**src/rtl/line_fill_buffer.sv**
```systemverilog
// Line fill buffer: assembles one cache line from a byte-wide beat stream,
// critical byte first with wrap-around, and forwards the critical byte early.
//
// state  | meaning
// -------+--------------------------------------------------------------
// S_IDLE | waiting for start; line_data holds the last assembled line
// S_FILL | accepting beats into lane[ptr]; abort returns to S_IDLE
// S_DONE | single cycle with line_done high; always returns to S_IDLE
module line_fill_buffer #(
    parameter int DATA_W = 8,
    parameter int BEATS  = 16,
    parameter int OFF_W  = 4
) (
    input  logic                    clk_i,
    input  logic                    rst_n_i,
    input  logic                    start_i,
    input  logic [OFF_W-1:0]        start_offset_i,
    input  logic                    abort_i,
    input  logic                    beat_valid_i,
    input  logic [DATA_W-1:0]       beat_data_i,
    output logic                    beat_ready_o,
    output logic                    busy_o,
    output logic [BEATS*DATA_W-1:0] line_data_o,
    output logic [BEATS-1:0]        byte_mask_o,
    output logic                    crit_valid_o,
    output logic [DATA_W-1:0]       crit_data_o,
    output logic                    line_done_o
);

    typedef enum logic [1:0] {
        S_IDLE = 2'd0,
        S_FILL = 2'd1,
        S_DONE = 2'd2
    } state_e;

    localparam logic [OFF_W-1:0] LAST_BEAT = OFF_W'(BEATS - 1);

    state_e                  state_q, state_d;
    logic [OFF_W-1:0]        ptr_q, ptr_d;
    logic [OFF_W-1:0]        count_q, count_d;
    logic [BEATS*DATA_W-1:0] line_q, line_d;
    logic [BEATS-1:0]        mask_q, mask_d;
    logic [DATA_W-1:0]       crit_q, crit_d;
    logic                    crit_valid_q, crit_valid_d;
    logic                    done_q, done_d;

    always_comb begin
        state_d      = state_q;
        ptr_d        = ptr_q;
        count_d      = count_q;
        line_d       = line_q;
        mask_d       = mask_q;
        crit_d       = crit_q;
        crit_valid_d = 1'b0;
        done_d       = 1'b0;
        case (state_q)
            S_IDLE: begin
                if (start_i) begin
                    ptr_d   = start_offset_i;
                    count_d = '0;
                    mask_d  = '0;
                    line_d  = '0;
                    state_d = S_FILL;
                end
            end
            S_FILL: begin
                // Abort has priority, even over the final beat.
                if (abort_i) begin
                    mask_d  = '0;
                    state_d = S_IDLE;
                end else if (beat_valid_i) begin
                    line_d[int'(ptr_q)*DATA_W +: DATA_W] = beat_data_i;
                    mask_d[ptr_q] = 1'b1;
                    ptr_d         = ptr_q + OFF_W'(1);
                    count_d       = count_q + OFF_W'(1);
                    if (count_q == '0) begin
                        crit_d       = beat_data_i;
                        crit_valid_d = 1'b1;
                    end
                    if (count_q == LAST_BEAT) begin
                        done_d  = 1'b1;
                        state_d = S_DONE;
                    end
                end
            end
            S_DONE:  state_d = S_IDLE;
            default: state_d = S_IDLE;
        endcase
    end

    always_ff @(posedge clk_i or negedge rst_n_i) begin
        if (!rst_n_i) begin
            state_q      <= S_IDLE;
            ptr_q        <= '0;
            count_q      <= '0;
            line_q       <= '0;
            mask_q       <= '0;
            crit_q       <= '0;
            crit_valid_q <= 1'b0;
            done_q       <= 1'b0;
        end else begin
            state_q      <= state_d;
            ptr_q        <= ptr_d;
            count_q      <= count_d;
            line_q       <= line_d;
            mask_q       <= mask_d;
            crit_q       <= crit_d;
            crit_valid_q <= crit_valid_d;
            done_q       <= done_d;
        end
    end

    assign busy_o       = (state_q == S_FILL);
    assign beat_ready_o = (state_q == S_FILL) && !abort_i;
    assign line_data_o  = line_q;
    assign byte_mask_o  = mask_q;
    assign crit_valid_o = crit_valid_q;
    assign crit_data_o  = crit_q;
    assign line_done_o  = done_q;

endmodule

```
**config.mk**
```make
export PLATFORM = sky130hd
export DESIGN_NAME = line_fill_buffer
export DESIGN_NICKNAME = d
export VERILOG_FILES = /design/src/rtl/line_fill_buffer.sv
export SDC_FILE = /design/constraint.sdc
export NUM_CORES = 1
export LEC_CHECK = 0
export CELL_PAD_IN_SITES_DETAIL_PLACEMENT = 0
export CELL_PAD_IN_SITES_GLOBAL_PLACEMENT = 1
export CORE_ASPECT_RATIO = 1.4
export CORE_MARGIN = 1.5
export CORE_UTILIZATION = 39
export CTS_CLUSTER_DIAMETER = 150
export DETAILED_ROUTE_END_ITERATION = 7
export GPL_ROUTABILITY_DRIVEN = 0
export HOLD_SLACK_MARGIN = 0.1
export PLACE_DENSITY = 0.84
export SYNTH_ARGS = -nofsm -noshare
export SYNTH_HDL_FRONTEND = slang
export SYNTH_SLANG_ARGS = --single-unit
```
**constraint.sdc**
```tcl
create_clock -name clk_i -period 4.3 [get_ports clk_i]
set_input_delay 0.43 -clock clk_i [delete_from_list [all_inputs] [get_ports clk_i]]
set_output_delay 0.43 -clock clk_i [all_outputs]
set_load 0.03 [all_outputs]
```
# --- Word-level counts from Yosys, hierarchy flattened ---
# Index checks and enable logic that the tools add are counted.
classes:
  n_reduce_logical: 10
  muxes: 32
  add_sub_neg: 3
  magnitude_cmp: 2
  n_eq_ne: 7
  bitwise_logic: 2
  shift: 2
op_table:
  columns: ["operator", "n"]
  rows:
  - ["128-bit 2-to-1 mux", 3]
  - ["128-bit case mux with 2 select lines", 1]
  - ["128-bit bitwise mux", 1]
  - ["8-bit by 33-bit variable shift with 128-bit output (first input constant)", 1]
  - ["8-bit by 33-bit indexed part select with 128-bit output", 1]
  - ["16-bit 2-to-1 mux", 3]
  - ["7-bit negation with 33-bit output", 1]
  - ["16-bit case mux with 2 select lines", 1]
  - ["4-bit 2-to-1 mux", 6]
  - ["16-bit OR", 1]
  - ["4-bit case mux with 2 select lines", 2]
  - ["1-bit 2-to-1 mux", 9]
  - ["4-bit by 1-bit adder with 4-bit output (second input constant)", 2]
  - ["2-bit 2-to-1 mux", 4]
  - ["4-bit AND reduction", 2]
  - ["2-bit != test (second input constant)", 3]
  - ["3-bit AND reduction", 2]
  - ["4-bit by 5-bit less-than comparator with 1-bit output (second input constant)", 1]
  - ["1-bit demux with 4-bit select", 1]
  - ["4-bit equality test (second input constant)", 1]
  - ["4-bit by 1-bit >= comparator with 1-bit output (second input constant)", 1]
  - ["4-bit zero test", 1]
  - ["2-bit case mux with 2 select lines", 1]
  - ["3-bit by 2-bit != test with 1-bit output (second input constant)", 1]
  - ["other kinds (7)", 8]
totals:
  elab_cells: 66
  inputBits: 17
  reg_bits: 164
  output_inout_bits: 156

# --- Logic depth before layout (Yosys ltp) ---
depth:
  depth_word: 8
  mapped_depth: 10
  ltp_nobuf: 6

# --- Least setup slack after synthesis ---
# Ideal clock, no wire load.
synth_path:
  kind: "reg-to-reg"
  from: "register ptr_q[0]"
  to: "register line_q[64], in the netlist line_data_o[64]"
  n_path_buf: 4
  period_less_slack_ns: 3.028
  path_stages_with_launch: 11
  slack_ns: 1.272
  t_arrival_ns: 2.904
  path_cell_list: "dfrtp_1 > clkbuf_1 > clkbuf_1 > inv_1 > ha_1 > buf_2 > nand2b_1 > a211o_1 > buf_2 > o41ai_4 > mux2_2"
synth_via:
  elab_chain_cells: 6
synth_rtl:
  columns: ["item", "line", "text"]
  rows:
  - ["from (decl)", "39", "logic [OFF_W-1:0] ptr_q, ptr_d;"]
  - ["from (signal assigned)", "103", "ptr_q <= ptr_d;"]
  - ["7-bit negation with 33-bit output (*)", "72", "line_d[int'(ptr_q)*DATA_W +: DATA_W] = beat_data_i;"]
  - ["8-bit by 33-bit indexed part select with 128-bit output or 8-bit by 33-bit variable shift with 128-bit output (tied branches)", "72", null]
  - ["128-bit bitwise mux (*)", "72", null]
  - ["128-bit 2-to-1 mux (*)", "71", "end else if (beat_valid_i) begin"]
  - ["128-bit 2-to-1 mux (*)", "68", "if (abort_i) begin"]
  - ["128-bit case mux with 2 select lines (*)", "56", "case (state_q)"]
  - ["to (signal assigned)", "105", "line_q <= line_d;"]
  - ["to (decl)", "41", "logic [BEATS*DATA_W-1:0] line_q, line_d;"]
# Every way passes the cells marked *; elsewhere a longest branch is shown, timed or not. The select of a mux whose other input is x is not followed.
# A chain may end at the register's enable or synchronous reset.

# --- Worst setup path in the final report ---
layout_path:
  from: "register ptr_q[1]"
  to: "register line_q[64], in the netlist line_data_o[64]"
# Same word-level chain as after synthesis.

==> impl_metrics.toml <==
[clock_tree]
cts_tree = "built"
cts_num_sinks = 164
cts_max_path_buffers = 2
cts_buffers = 17
cts_hold_buf = 0
worstSkewPairLatency_ns = 0.43
cts_root_buf = "clkbuf_16"
cts_setup_buffers = 0
clk_pin_slew_ns = 0.06
post_cts_resized = 0
cts_htree_levels = 4

[die]
ios = 173
die_w_um = 119
die_h_um = 166
die_area_um2 = 19700
rows = 59
initial_core_util_pct = 39.7
core-area_um2 = 18500

[synthesis]
ys_async_sr_fraction_pct = 100
yosysSeqAreaShare_pct = 55.7
syn_nets = 711
yosys_register_bits = 164
synth_edf_count = 0
netlist_instances = 687
syn_area_per_cell_um2 = 10.7
synthFlopType = "dfrtp_1"
synth_cell_types = 51
yosysWarnings = 0
synthesis.area_um2 = 7360

[detailed_routing]
wl_met3_um = 893
detail_route.wl_per_cell_um = 19.0
routed_wl_mm = 20.9
wl_met2_mm = 10.8
drc_errors = 0
top_layer_used = "met4"
num_vias = 5713
vias_per_cell = 5.19
drt-pass1-iter-count = 4
wl_met1_mm = 8.83
drtIter0Drc = 386
ant_nets = 0

[global_routing]
grt_pass1_vias = 5683
grt_pass1_wl_mm = 32.2
grt_usage_pct = 21.7
antenna_found_initial = 0
gr-total-overflow = 0
grt_max_degree = 103

[layout]
multi_input_area_um2 = 3050
seq_area_um2 = 4100
drive_gt1_share_pct = 8.17
num_antenna_cells = 0
fillers = 1636
layout_common_cells = "171 x clkdlybuf4s50_1, 164 x dfrtp_1, 160 x nand2_1, 80 x mux2i_1, 34 x o21ai_0"
areaGrowthSynthToFinish_pct = 34.1
layout.nets = 870
final_common_cell = "clkdlybuf4s50_1"

[critical_path]
critPathKind = "reg2reg"
cp_num_cells = 6
critPathCaptureType = "register"
cp_cell_sequence = "inv_1 -> ha_1 -> xor2_4 -> nand2b_1 -> o41ai_4 -> mux2_2"
critPathLaunchType = "register"
slowest_stage = "o41ai_4"
crit_family = "compound AO/OA/AOI/OAI gates"
critPathBufInv = 1
ff2ff_path_depth = 6
max_stage_delay_ns = 0.61
crit_arrival_ns = 3.47
crit_path_max_fanout = 17
cp.required_ns = 4.61

[sta]
rsz0062_at_grt = "false"
skew_ns = 0.0118
hold-worst-slack_ns = 0.113
max_freq_ghz = 0.316
slew_violations = 0
setup_viol = 0
min_period_ns = 3.16
period_share_pct = 73.5
worstMarginPinSlew_ns = 1.21
hold_violations = 0
max_slew_margin_pct = 19.0
final.setup.tns_ns = 0

[pwr]
p_leak_nw = 4.12
peakVddDrop_uv = 326
p_per_area_nw_per_um2 = 487

[flow_run]
maxCapViolCount = 0

[placed_design]
port_buffers = 172
hpwl_mm = 14.3

[hold_path]
min_path_type = "in2async"

[outcome]
status = "finished, final reports clean"
-- through the flow --
stage	worst slack, ns	instances	instance area (um^2)	util (%)	power [mW]
after floorplan	1.27	687	7360	-	2.85
after global placement	1.25	1071	9310	50.3	3.35
after detailed placement	1.18	1071	9310	50.3	3.37
after CTS	1.15	1101	9870	53.3	4.84
after global routing	0.972	1101	9870	53.3	5.03
final	1.14	1101	9870	53.3	4.81
-- power breakdown --
group	internal [mW]	switching, mW	leakage [nW]
logic	0.501	1.07	1.59
clock network	0.894	0.577	0.270
registers	1.66	0.111	2.26
-- synth_stat cells, types with 2 or more instances --
cell        n  area share [%]
a21oi_1    12            0.82
a22o_1      8            0.95
a31oi_1    10            0.85
and3_1      9            0.76
and4_1      2            0.24
buf_1      11            0.56
buf_2       8            0.54
clkbuf_1   26             1.3
dfrtp_1   164              56
ha_1        7             1.2
inv_1       9            0.46
mux2_2     16             2.4
mux2i_1    80              11
nand2_1   160             8.2
nand2b_1    7            0.59
nand3_1    23             1.6
nand4b_1    6            0.71
nor2_1     32             1.6
nor3_1     12            0.82
nor3_2      3            0.41
nor3b_1     5            0.51
nor4_1      4            0.34
nor4_4      5             1.4
nor4bb_1    2            0.27
o21ai_0    34             2.3
o22ai_1     2            0.17
o31ai_1     6            0.61
-- logic make-up after synthesis --
group | Yosys count | share of synthesized area [%]
AOI/OAI and AO/OA | 82 | 7.43
buffers and inverters | 54 | 2.89
and+or+nand+nor | 281 | 18.8
DFF | 164 | 55.7
muxes | 96 | 13.3
xor gates and xnor gates | 3 | 0.612
adders and majority gates | 7 | 1.19
-- worst paths after layout --
path	from	endpoint	slack [ns]
setup / recovery	ptr_q[1]$_DFFE_PN0P_	line_data_o[64]$_DFFE_PN0P_	1.14
hold / removal	rst_n_i	line_data_o[43]$_DFFE_PN0P_	0.11
setup reg to reg	ptr_q[1]$_DFFE_PN0P_	line_data_o[64]$_DFFE_PN0P_	1.14
hold reg to reg	byte_mask_o[3]$_DFFE_PN0P_	byte_mask_o[3]$_DFFE_PN0P_	0.49
max in group asynchronous	rst_n_i	line_data_o[68]$_DFFE_PN0P_	3.16
min in group clk_i	byte_mask_o[3]$_DFFE_PN0P_	byte_mask_o[3]$_DFFE_PN0P_	0.49
-- cell type report --
class,instances,share of cell area [%]
Clock buffer,26,4.95
Clock inverter,4,0.735
Inverter,9,0.342
Multi-Input combinational cell,469,30.9
Sequential cell,164,41.6
Tap cell,244,3.09
Timing Repair Buffer,185,18.4
-- registers in the layout (all words and copies together) (netlist names) --
| register | flops |
|---|---|
| crit_valid_o | 1 |
| crit_data_o | 8 |
| state_q | 2 |
| ptr_q | 4 |
| count_q | 4 |
| line_data_o | 128 |
| byte_mask_o | 16 |
| line_done_o | 1 |
-- worst reg2reg max path, stage by stage (launching register included) --
cell	delay [ns]
dfrtp_1	0.47
inv_1	0.12
ha_1	0.46
xor2_4	0.57
nand2b_1	0.40
o41ai_4	0.61
mux2_2	0.42
-- layer usage --
layer / up-vias / global-route usage, %
met1: 2831 / 26.8
met2: 160 / 37.5
met3: 28 / 4.12
met5: - / 0
li1: 2694 / -
met4: 0 / 9.04
No activity file was read; power rests on OpenSTA's default activity.
